**src/rtl/mux_frame_serializer.sv**
```systemverilog
// Latches a 2**K-bit frame onto an external 2**K:1 mux and walks its select to stream the
// frame out one bit per valid/ready beat. Define MUX_SERIALIZER_PARITY_EN for a trailing even-parity beat.
module mux_frame_serializer #(
    parameter int K = 4
) (
    input  logic            clk,
    input  logic            rst_n,
    input  logic            in_valid,
    output logic            in_ready,
    input  logic [2**K-1:0] in_data,
    input  logic            msb_first,
    output logic [2**K-1:0] mux_in,
    output logic [K-1:0]    mux_sel,
    input  logic            mux_y,
    output logic            out_valid,
    input  logic            out_ready,
    output logic            out_bit,
    output logic            out_first,
    output logic            out_last,
    output logic            busy
);
    localparam int             N         = 2**K;
    localparam logic [K:0]     LAST_BEAT = (K+1)'(N - 1);
    localparam logic [K:0]     BEAT_ONE  = (K+1)'(1);
    localparam logic [K-1:0]   SEL_ONE   = K'(1);

`ifdef MUX_SERIALIZER_PARITY_EN
    typedef enum logic [1:0] {IDLE, SEND, PARITY} state_t;
`else
    typedef enum logic {IDLE, SEND} state_t;
`endif

    state_t       state_q, state_d;
    logic [N-1:0] mux_in_q, mux_in_d;
    logic [K-1:0] mux_sel_q, mux_sel_d;
    logic [K:0]   beat_q, beat_d;
    logic         dir_q, dir_d;
    logic         last_beat;
`ifdef MUX_SERIALIZER_PARITY_EN
    logic         par_q, par_d;
`endif

    assign last_beat = (beat_q == LAST_BEAT);
    assign mux_in    = mux_in_q;
    assign mux_sel   = mux_sel_q;

    always_comb begin
        // NOTE: every variable gets a default before the case so no path can infer a latch.
        state_d   = state_q;
        mux_in_d  = mux_in_q;
        mux_sel_d = mux_sel_q;
        beat_d    = beat_q;
        dir_d     = dir_q;
`ifdef MUX_SERIALIZER_PARITY_EN
        par_d     = par_q;
`endif
        in_ready  = 1'b0;
        out_valid = 1'b0;
        out_bit   = 1'b0;
        out_first = 1'b0;
        out_last  = 1'b0;
        busy      = 1'b0;

        unique case (state_q)
            IDLE: begin
                in_ready = 1'b1;
                if (in_valid) begin
                    state_d   = SEND;
                    mux_in_d  = in_data;
                    dir_d     = msb_first;
                    mux_sel_d = msb_first ? '1 : '0;
                    beat_d    = '0;
`ifdef MUX_SERIALIZER_PARITY_EN
                    par_d     = ^in_data;
`endif
                end
            end
            SEND: begin
                out_valid = 1'b1;
                busy      = 1'b1;
                out_bit   = mux_y;
                out_first = (beat_q == '0);
`ifndef MUX_SERIALIZER_PARITY_EN
                out_last  = last_beat;
`endif
                if (out_ready) begin
                    if (last_beat) begin
                        // Select is left on the final channel; it is only reloaded at acceptance.
`ifdef MUX_SERIALIZER_PARITY_EN
                        state_d = PARITY;
`else
                        state_d = IDLE;
`endif
                    end else begin
                        beat_d    = beat_q + BEAT_ONE;
                        mux_sel_d = dir_q ? mux_sel_q - SEL_ONE : mux_sel_q + SEL_ONE;
                    end
                end
            end
`ifdef MUX_SERIALIZER_PARITY_EN
            PARITY: begin
                out_valid = 1'b1;
                busy      = 1'b1;
                out_bit   = par_q;
                out_last  = 1'b1;
                if (out_ready) begin
                    state_d = IDLE;
                end
            end
`endif
            default: state_d = IDLE;
        endcase
    end

    // NOTE: the frame register is reset too, so mux_in reads as zero straight out of reset.
    always_ff @(posedge clk or negedge rst_n) begin
        if (!rst_n) begin
            state_q   <= IDLE;
            mux_in_q  <= '0;
            mux_sel_q <= '0;
            beat_q    <= '0;
            dir_q     <= 1'b0;
`ifdef MUX_SERIALIZER_PARITY_EN
            par_q     <= 1'b0;
`endif
        end else begin
            // NOTE: non-blocking updates so every flop samples the same pre-edge values.
            state_q   <= state_d;
            mux_in_q  <= mux_in_d;
            mux_sel_q <= mux_sel_d;
            beat_q    <= beat_d;
            dir_q     <= dir_d;
`ifdef MUX_SERIALIZER_PARITY_EN
            par_q     <= par_d;
`endif
        end
    end

endmodule
```
**config.mk**
```make
export PLATFORM = sky130hd
export DESIGN_NAME = mux_frame_serializer
export DESIGN_NICKNAME = d
export VERILOG_FILES = /design/src/rtl/mux_frame_serializer.sv
export SDC_FILE = /design/constraint.sdc
export NUM_CORES = 1
export LEC_CHECK = 0
export CAP_MARGIN = 0
export CORE_ASPECT_RATIO = 0.5
export CORE_UTILIZATION = 44
export CTS_CLUSTER_DIAMETER = 40
export DETAILED_ROUTE_END_ITERATION = 12
export GPL_TIMING_DRIVEN = 0
export PLACE_DENSITY = 0.87
export SKIP_LAST_GASP = 1
export SLEW_MARGIN = 20
export SYNTH_ARGS = -nofsm -noshare
export SYNTH_HDL_FRONTEND = slang
export SYNTH_SLANG_ARGS = --single-unit
```
**constraint.sdc**
```tcl
create_clock -name clk -period 2.4 [get_ports clk]
set_input_delay 0.24 -clock clk [delete_from_list [all_inputs] [get_ports clk]]
set_output_delay 0.24 -clock clk [all_outputs]
set_load 0.01 [all_outputs]
```
==> run metrics <==
fill count=217; Post-Syn Area=1360 µm²; WS Path Type=reg -> out; final WL=2890 µm; Initial Utilization=49.3%; reg-to-reg setup timing slack=0.44 ns; DRC=0; post-synth top area share=49.5%; initial antenna violation count=0; synthesis warning total=0; DP HPWL=around 2200 µm; Finished Layout Cells=205; share of layout cells above drive strength 1=16.1%; die height=41.4 µm; final setup TNS=0 ns; reg2reg start=beat_q[1]; vias in the first global route=990; Int Pwr=approximately 1.4 mW; post-CTS repair timing setup buffer count=0; Async SR Flop Fraction=100%; CP Max Fanout=10; sequential share of power=between 30% and 40%; 1st-pass router iterations=4; port bufs=46; max cap viols=0; CTS sink count=27; DR WL/cell=14.1 µm; clock network power share=12.5%; Setup crit start kind=flop; first-pass GRT wire length=4530 µm; Setup crit end kind=output port; number of flops mapped to enable cells by yosys=0; synth unique cells=34; switch share=34.5%; Inst Count DP=200; final-report max-slew violation count=0; Final ANT Viol Nets=0; area leader, netlist=dfrtp_1; Logic pwr share=approximately half; NumNets Final=197; Switch Pwr=0.760 mW; ant diodes=0; Worst Skew=0.00347 ns; GRT overflow=0; register area share after synthesis=49.5%; Tcrit/Tclk final=94.4%; TritonCTS clock tree=done; DIE AREA=3340 µm²; Post-synth top flop=dfrtp_1; final hold vios=0; endpoint of the worst register-to-register path=beat_q[3]; crit path DAT=2.02 ns; Worst-path clk slew=about 0.090 ns; CP Data Required Time=2.16 ns; via-per-instance ratio=5.17; Max IR drop VDD=0.000619 V; Pleak=approximately 0.83 nW; Area Growth Syn to Fin=41.2%; relative slew slack=59.4%; Syn Area/Cell=11.7 µm²; Post-CTS Resized=0; Post-CTS Hold Fix Bufs=1; FMAX=approximately 440 MHz; total power=2.20 mW; RSZ-0062 raised after global routing=false; total core area=between 2000 and 3000 µm²; largest net degree at the start of global routing=28; final core occ=69.6%; Total Routing Usage GR=about a fifth; Gate Count Post-Synth=117; R2R depth=8; Cell Pwr Density=1140 nW/µm²; via count=1060; CTS buffer count=3; Routability Congestion=0.810; dominant cells by area after synthesis=dfrtp_1 50%, mux2_2 12%, ha_1 4.6%; commonest non-fill, non-tap cell in the layout=clkdlybuf4s50_1; Worst-Margin Slew=approximately 0.6 ns; row count=13; Worst Hold Slack=0.172 ns; depth of the CTS H-tree=1; Worst Hold End=beat_q[4]; I/O Pins=48; HP Class=in -> reg; CTS root buf=clkbuf_8; DR iter-0 viols=36; Yosys reg bits=27; status=finished, final reports clean; Post-Syn Nets=145; Cells on Worst Hold Path=2; hold path startpoint=in_valid; clk_lat worst skew=about 0.28 ns; most frequent cells in the layout=45 x clkdlybuf4s50_1, 27 x dfrtp_1, 14 x mux2_2, 11 x nand2_1, 7 x inv_1; Max clock buf depth=2; Final Critical Period=2.26 ns; Final setup violation count=0; die width=80.7 µm
-- power groups by stage --
stage / clock network [mW] / logic (mW) / registers [mW]
2_1_floorplan: 0 / 0.522 / 0.899
3_3_place_gp: 0 / 1.06 / 0.830
3_5_place_dp: 0 / 1.10 / 0.842
4_1_cts: 0.286 / 1.10 / 0.835
5_1_grt: 0.297 / 1.20 / 0.870
6_report: 0.275 / 1.09 / 0.835
-- how the worst max path moves through the flow --
stage | slack, ns | endpoint | from
5_1_grt | 0.03 | out_first | state_q
2_1_floorplan | 0.66 | mux_sel[3] | beat_q[0]
4_1_cts | 0.14 | out_first | state_q
3_3_place_gp | 0.46 | out_first | state_q
3_5_place_dp | 0.44 | out_first | state_q
6_report | 0.14 | out_first | state_q
-- state kept, by name, summed over array words and instances, names as in the netlist --
signal and count:
beat_q 5, dir_q 1, mux_in 16, mux_sel 4
state_q 1
-- per-stage QoR --
step	cell area, µm²	setup WS [ns]
after floorplan	1360	0.659
after global placement	1870	0.459
after detailed placement	1870	0.439
after CTS	1930	0.138
after global routing	1930	0.0332
final	1930	0.135
-- metal layers --
layer / vias up / GRT usage (%) / routed length, µm
met1: 512 / 23.7 / 1290
met2: 23 / 34.3 / 1460
met3: 5 / 4.13 / 107
met4: 0 / 8.04 / 37
li1: 520 / - / -
met5: - / 0 / 0
-- critical path: stages (launching register included) --
cell and delay (ns):
dfrtp_1 0.37, buf_2 0.21, clkbuf_1 0.34, nand3_1 0.12, nor3_1 0.15, clkdlybuf4s50_1 0.56
-- cell usage after synthesis, types with 3 or more instances --
master and n:
buf_6 3, dfrtp_1 27, ha_1 5, inv_1 7, mux2_1 3, mux2_2 14
nand2_1 11, nor2_1 3, o211ai_1 4, o31ai_1 4
-- cell families (layout without fill, tap and decap cells) --
logic type,Yosys count,count (layout),synth area share [%]
buffers and inverters,15,66,6.42
muxes,18,18,14.8
xor gates and xnor gates,4,4,2.57
and+or+nand+nor,30,30,11.7
AOI/OAI and AO/OA,17,17,8.90
adders and majority gates,6,6,6.06
DFF,27,27,49.5
-- area by class of cell --
type	count	area, µm²	share of cell area (%)
sequential	27	676	35.1
multi-input combinational	75	601	31.2
timing repair buffer	47	465	24.2
buffer	7	57.6	2.99
tap	37	46.3	2.40
clock buffer	3	41.3	2.14
inverter	8	30.0	1.56
clock inverter	1	8.76	0.455
No activity file was read; power rests on OpenSTA's default activity.
